===== config.mk =====
export PLATFORM = sky130hd
export DESIGN_NAME = disp_mux_n
export DESIGN_NICKNAME = d
export VERILOG_FILES = /design/src/rtl/disp_mux_n.sv
export SDC_FILE = /design/constraint.sdc
export NUM_CORES = 1
export LEC_CHECK = 0
export CORE_ASPECT_RATIO = 0.75
export CORE_MARGIN = 4
export CORE_UTILIZATION = 52
export CTS_BUF_LIST = sky130_fd_sc_hd__clkbuf_4
export CTS_CLUSTER_DIAMETER = 150
export CTS_CLUSTER_SIZE = 24
export DETAILED_ROUTE_END_ITERATION = 8
export PLACE_DENSITY = 0.85
export SETUP_SLACK_MARGIN = 0.02
export SLEW_MARGIN = 25
export SYNTH_ARGS = -nofsm -noshare
export SYNTH_HDL_FRONTEND = slang
export SYNTH_SLANG_ARGS = --single-unit

===== constraint.sdc =====
create_clock -name clk -period 3 [get_ports clk]
set_input_delay 0.45 -clock clk [delete_from_list [all_inputs] [get_ports clk]]
set_output_delay 0.45 -clock clk [all_outputs]
set_load 0.01 [all_outputs]

===== src/rtl/disp_mux_n.sv =====
`default_nettype none
// ============================================================================
// Module      : disp_mux_n
// Description : N-digit time-multiplexed 7-segment display driver with
//               per-digit blanking, 16-level PWM brightness, selectable pad
//               polarity and a frame-start strobe.
// Revision    : 1.0 - initial release
// ============================================================================
module disp_mux_n #(
    parameter int N_DIGITS    = 4,
    parameter int SLOT_CYCLES = 65536,
    parameter int ACTIVE_LOW  = 1,
    localparam int IDX_W      = (N_DIGITS > 1) ? $clog2(N_DIGITS) : 1
) (
    input  logic                    clk,
    input  logic                    reset,
    input  logic [8*N_DIGITS-1:0]   in,
    input  logic [N_DIGITS-1:0]     blank,
    input  logic [3:0]              bright,
    output logic [N_DIGITS-1:0]     an,
    output logic [7:0]              sseg,
    output logic [IDX_W-1:0]        digit_idx,
    output logic                    frame_tick
);

    localparam int CNT_W = $clog2(SLOT_CYCLES);

    // Pad-level "off" values depend on the board's drive polarity.
    localparam logic [N_DIGITS-1:0] c_off_an    = (ACTIVE_LOW != 0) ? '1 : '0;
    localparam logic [7:0]          c_off_seg   = (ACTIVE_LOW != 0) ? 8'hFF : 8'h00;
    localparam int                  c_phase_len = SLOT_CYCLES / 16;

    logic [CNT_W-1:0]    r_cnt;
    logic [IDX_W-1:0]    r_idx;
    logic [3:0]          r_bright_q;
    logic [N_DIGITS-1:0] r_an;
    logic [7:0]          r_sseg;
    logic                r_frame_tick;

    logic                w_last_cnt;
    logic                w_last_idx;
    logic                w_frame_start;
    logic [7:0]          w_seg_sel;
    logic                w_blank_sel;
    logic [31:0]         w_on_cycles;
    logic                w_lit;
    logic [N_DIGITS-1:0] w_an_next;

    assign w_last_cnt    = (r_cnt == CNT_W'(SLOT_CYCLES - 1));
    assign w_last_idx    = (r_idx == IDX_W'(N_DIGITS - 1));
    assign w_frame_start = (r_cnt == '0) && (r_idx == '0);

    // Slot counter and digit index; index advances on each slot wrap.
    always_ff @(posedge clk or negedge reset) begin
        if (!reset) begin
            r_cnt <= '0;
            r_idx <= '0;
        end else if (w_last_cnt) begin
            r_cnt <= '0;
            r_idx <= w_last_idx ? '0 : r_idx + 1'b1;
        end else begin
            r_cnt <= r_cnt + 1'b1;
        end
    end

    // Brightness is captured only at frame start so a frame is never mixed.
    always_ff @(posedge clk or negedge reset) begin
        if (!reset) begin
            r_bright_q <= 4'hF;
        end else if (w_frame_start) begin
            r_bright_q <= bright;
        end
    end

    // Select the current digit's pattern and blank bit without a variable
    // part-select, so the index never needs range widening.
    always_comb begin
        w_seg_sel   = in[7:0];
        w_blank_sel = blank[0];
        for (int k = 0; k < N_DIGITS; k++) begin
            if (r_idx == IDX_W'(k)) begin
                w_seg_sel   = in[8*k +: 8];
                w_blank_sel = blank[k];
            end
        end
    end

    // phase <= bright_q is the same as cnt < (bright_q+1)*PHASE_LEN, which
    // avoids a divider for non power-of-two slot lengths.
    assign w_on_cycles = (32'(r_bright_q) + 32'd1) * 32'(c_phase_len);
    assign w_lit       = !w_blank_sel && (32'(r_cnt) < w_on_cycles);

    // One-hot anode drive: only the current digit may be asserted.
    always_comb begin
        w_an_next = c_off_an;
        for (int k = 0; k < N_DIGITS; k++) begin
            if (w_lit && (r_idx == IDX_W'(k))) begin
                w_an_next[k] = ~c_off_an[k];
            end
        end
    end

    // Registered pad drive and frame strobe; segments are off whenever the
    // anodes are off.
    always_ff @(posedge clk or negedge reset) begin
        if (!reset) begin
            r_an         <= c_off_an;
            r_sseg       <= c_off_seg;
            r_frame_tick <= 1'b0;
        end else begin
            r_an         <= w_an_next;
            r_sseg       <= w_lit ? w_seg_sel : c_off_seg;
            r_frame_tick <= w_last_cnt && w_last_idx;
        end
    end

    assign an         = r_an;
    assign sseg       = r_sseg;
    assign frame_tick = r_frame_tick;
    assign digit_idx  = r_idx;

endmodule
`default_nettype wire


=== After elaboration in Yosys (flattened, before gate mapping) ===
Cells that the tools add are included.

* Flip-flop bits (word level): 35
* Bits in latches: 0
* Memory bits (writable): 0
* ROM bits: 0
* Bits of input ports: 42
* Logic and storage cells: 37
* Memories kept: 0

* Add/subtract/negate cells: 3
* $mul: 0
* Divide/modulo/power cells: 0
* Order comparisons: 1
* Equality and inequality tests: 4
* Shifts and indexed selects: 0
* Muxes and demuxes: 13
* Bitwise gates (word level): 0
* Reduce and logical (&&, ||, !) cells: 10

{| class="wikitable"
|+ Operators by type and width
! kind !! number
|-
| two-way mux 8 bit || 4
|-
| < comparator 16 x 17 -> 1 bit || 1
|-
| adder 16 x 1 -> 16 bit, second input constant || 1
|-
| equality test 16 bit, second input constant || 1
|-
| logical NOT 16 bit || 1
|-
| two-way mux 16 bit || 1
|-
| logical AND 1 bit || 7
|-
| two-way mux 1 bit || 7
|-
| adder 4 x 1 -> 5 bit, second input constant || 1
|-
| equality test 2 bit, second input constant || 2
|-
| adder 2 x 1 -> 2 bit, second input constant || 1
|-
| equality test 2 x 1 -> 1 bit, second input constant || 1
|-
| logical NOT 2 bit || 1
|-
| two-way mux 2 bit || 1
|-
| logical NOT 1 bit || 1
|}

=== Depth between registers and ports, before layout ===
* Depth after elaboration: 8
* Gate-level depth with buffers: 8
* Depth with buffers taken out: 7

=== Worst setup path before layout ===
OpenSTA, ideal clock, no wires.

* Path kind: register to register
* Start point: register r_bright_q[0]
* End point: register r_sseg[1] (netlist: sseg[1])
* Setup time: 0.094 ns
* Arrival time: 1.860 ns
* Required time: 2.906 ns
* Slack: 1.046 ns
* Stages on the path, launching flop included: 9
* Path buffers: 1
* Clock period less this slack: 1.954 ns
* Path through: dfstp_2 > ha_1 > xnor2_1 > ha_1 > o21ai_0 > a211oi_1 > a2111oi_2 > buf_2 > o211ai_1

* Longest elaborated chain between the ends: 4

{| class="wikitable"
|+ Ends and longest elaborated chain
! element !! line !! source
|-
| start, declared || 35 || <nowiki>logic [3:0] r_bright_q;</nowiki>
|-
| start signal, assigned || 71 || <nowiki>r_bright_q <= bright;</nowiki>
|-
| adder 4 x 1 -> 5 bit || 90 || <nowiki>assign w_on_cycles = (32'(r_bright_q) + 32'd1) * 32'(c_phase_len);</nowiki>
|-
| < comparator 16 x 17 -> 1 bit || 91 || <nowiki>assign w_lit = !w_blank_sel && (32'(r_cnt) < w_on_cycles);</nowiki>
|-
| logical AND 1 bit || 91 ||
|-
| two-way mux 8 bit || 112 || <nowiki>r_sseg <= w_lit ? w_seg_sel : c_off_seg;</nowiki>
|-
| end signal, assigned || 108 || <nowiki>r_sseg <= c_off_seg;</nowiki>
|-
| end signal, assigned || 112 ||
|-
| end, declared || 37 || <nowiki>logic [7:0] r_sseg;</nowiki>
|}

Every way passes these cells.
A chain may end at the register's enable or synchronous reset.

=== Worst setup path in the final report ===
* Start point: register r_bright_q[0]
* End point: register r_sseg[5] (netlist: sseg[5])

Same word-level chain as after synthesis.

==> metrics.md <==
| Metric | Value |
|---|---|
| Total internal power | `0.685 mW` |
| Setup Viol. Count Final | `0` |
| Worst Max-Slew Pin Slew | `0.424 ns` |
| Clock Power Share | `0.305` |
| Storage cell area | `approximately 900 um^2` |
| Pre-antenna DRT Iters | `4` |
| Net count after synthesis | `231` |
| Final Wtd Congestion | `0.867` |
| Place WS | `about 1 ns` |
| Core box area | `around 0.0034 mm^2` |
| Initial antenna violation count | `0` |
| Clk Latency, worst-skew pair | `0.33 ns` |
| Hold-fix buffers, CTS | `0` |
| Vias in the first global route | `approximately 1.5k` |
| Combinational power share | `0.131` |
| CTS root buf | `clkbuf_4` |
| Yosys cell types | `34` |
| Total die area | `0.00463 mm^2` |
| CP endpoint kind | `flop` |
| Status | `finished, final reports clean` |
| Vias | `1528` |
| Leak | `1.04 nW` |
| Post-cts gate resize count | `0` |
| H-tree depth | `2` |
| CP most frequent cell | `ha_1` |
| Worst VDD drop | `0.000196 V` |
| FP Rows | `18` |
| Routed Antenna Nets | `0` |
| Data required, critical path | `3.24 ns` |
| GR Util All Layers | `0.204` |
| Seq/Total Area, Yosys | `0.480` |
| #FFs+latches synth | `35` |
| DRT iter0 DRCs | `62` |
| RSZ-0062 raised after global routing | `no` |
| Initial Utilization | `0.553` |
| Peak Freq | `about 0.49 GHz` |
| Slew headroom | `0.718` |
| EDFF count, synth | `0` |
| Most common cell after layout, fill and taps aside | `clkdlybuf4s50_1` |
| Max-slew violation count | `0` |
| Port bufs | `56` |
| Most common flop cell mapped by yosys | `dfrtp_1` |
| CP max stage cell | `dfstp_2` |
| DR vias/cell | `5.46` |
| DPL Wire Length | `3360 um` |
| Synthesis Warnings | `0` |
| Worst-path maximum fanout | `12` |
| Clock Path Buffers | `2` |
| CP cell instances | `ha_1 > xnor2_1 > ha_1 > o21ai_0 > a211oi_1 > a2111oi_2 > buf_4 > o211ai_1` |
| CTS Buf Count | `5` |
| Nets | `291` |
| First-pass GRT wire length | `slightly above 7000 um` |
| Net Sw Power | `approximately 0.19 mW` |
| N_diodes | `0` |
| Maxcap violations | `0` |
| Ys async rst share | `1.00` |
| Setup repair bufs after CTS | `0` |
| Final period demand of the worst path | `~2.0 ns` |
| Die width | `77.2 um` |
| Area grow syn2layout | `35.8%` |
| Largest net degree at the start of global routing | `36` |
| Fraction of layout cells with a size suffix above 1 | `0.167` |
| Leading cell types in the layout, fill and taps excluded | `56 x clkdlybuf4s50_1, 20 x nor2_1, 19 x dfrtp_1` |
| Boundary pin count | `57` |
| Reg clk slew, reported paths | `0.10 ns` |
| Syn Inst Count | `179` |
| Die Height | `59.9 um` |
| Synth Cell Area | `0.00187 mm^2` |
| Per-cell routed wire length | `15.9 um` |
| CP max stage delay | `0.56 ns` |
| Final Cycle Share | `0.675` |
| Total gr overflow | `0` |
| Pwr/cell area | `345 mW/mm^2` |
| Syn avg cell area | `between 10 and 15 um^2` |
| Crit start category | `flop` |
| Reg power frac | `0.564` |
| Final Hold Fails | `0` |
| Net Sw Frac | `0.218` |
| CP Class | `reg -> reg` |
| Hold WC Path Type | `in -> async` |
| Routed wire length | `4440 um` |
| Worst path arrival time | `2.27 ns` |
| Slack of the critical path | `slightly below 1 ns` |
| Area occupied by multi-input gates | `906 um^2` |
| CTS tree | `done` |
| Layout fillers | `~210` |
| Final TNS setup | `0 ns` |
| Clk_skew | `0.00914 ns` |
| Drc violations | `0` |
| Sink Count | `35` |
## metal layers
metal / global-route usage / wire (um) / up-vias
met5: 0 / 0 / -
met4: 0.0533 / 55 / 0
met3: 0.0542 / 248 / 6
met2: 0.335 / 2100 / 47
met1: 0.273 / 2040 / 732
li1: - / - / 743
## layout make-up
| class | instances | share of cell area |
|---|---|---|
| flip-flops and latches | 35 | 0.353 |
| multi-input cells | 129 | 0.357 |
| repair buffers | 61 | 0.236 |
| inverters | 7 | 0.0104 |
| clock buffers | 8 | 0.0237 |
| well taps | 40 | 0.0197 |
## cells in the mapped netlist, drive strengths merged, types with 2 or more instances
cell    count  area share
nor4b       2      0.0094
ha         10       0.067
clkbuf      5       0.010
dfstp      16        0.23
nor4        4       0.013
buf         3       0.011
xnor2       7       0.033
nor2       21       0.046
xor2        8       0.038
nand2      17       0.034
nand4       5       0.020
dfrtp      19        0.25
a211oi      2      0.0080
mux2i       9       0.048
nand3       6       0.016
mux2        6       0.038
inv         7       0.014
a21oi       9       0.024
nor2b       3       0.010
o21ai       3      0.0080
o211ai      8       0.032
## per-stage QoR
step	hold WS (ns)	power, mW	utilization	area [um^2]	cells
after floorplan	0.154	0.532	-	1870	179
after global placement	0.518	0.614	0.733	2480	272
after detailed placement	0.523	0.617	0.733	2480	272
after CTS	0.535	0.882	0.751	2540	280
after global routing	0.548	0.922	0.751	2540	280
final	0.527	0.876	0.751	2540	280
## flip-flops by register name (all words and copies together) (netlist names)
name	flops
frame_tick	1
r_cnt	16
sseg	8
an	4
r_bright_q	4
digit_idx	2
## cell families (layout without fill, tap and decap cells)
family,Yosys count,count (layout),share of synthesized area
fa+ha+maj,10,10,0.0670
simple gates,65,65,0.176
mux,15,15,0.0864
compound gates,24,24,0.0851
buf+inv,15,76,0.0355
xor+xnor,15,15,0.0703
flops,35,35,0.480
## path summary, 6_finish.rpt
kind	from	end	slack, ns	cells after the start
worst max-delay path	r_bright_q[0]$_DFFE_PN1P_	sseg[5]$_DFF_PN1_	0.98	8
worst min-delay path	reset	r_cnt[8]$_DFF_PN0_	0.53	2
worst max register to register	r_bright_q[0]$_DFFE_PN1P_	sseg[5]$_DFF_PN1_	0.98	8
worst min register to register	r_cnt[14]$_DFF_PN0_	r_cnt[14]$_DFF_PN0_	0.54	1
max in group asynchronous	reset	sseg[1]$_DFF_PN1_	2.14	2
min in group clk	r_cnt[14]$_DFF_PN0_	r_cnt[14]$_DFF_PN0_	0.54	1
## worst max-delay path: cells and delay by family, from the launching register on
| kind | cells | cell delay, ns |
|---|---|---|
| xor gates and xnor gates | 1 | 0.13 |
| AOI/OAI and AO/OA | 4 | 0.57 |
| DFF | 1 | 0.56 |
| adders and majority gates | 2 | 0.43 |
| buffers and inverters | 1 | 0.24 |
## power groups by stage
stage | Clock [mW] | Combinational (mW) | Sequential, mW
2_1_floorplan | 0 | 0.0255 | 0.506
6_report | 0.267 | 0.115 | 0.494
4_1_cts | 0.272 | 0.116 | 0.494
3_3_place_gp | 0 | 0.112 | 0.502
3_5_place_dp | 0 | 0.115 | 0.503
5_1_grt | 0.301 | 0.125 | 0.496
(Power assumes the default switching activity.)
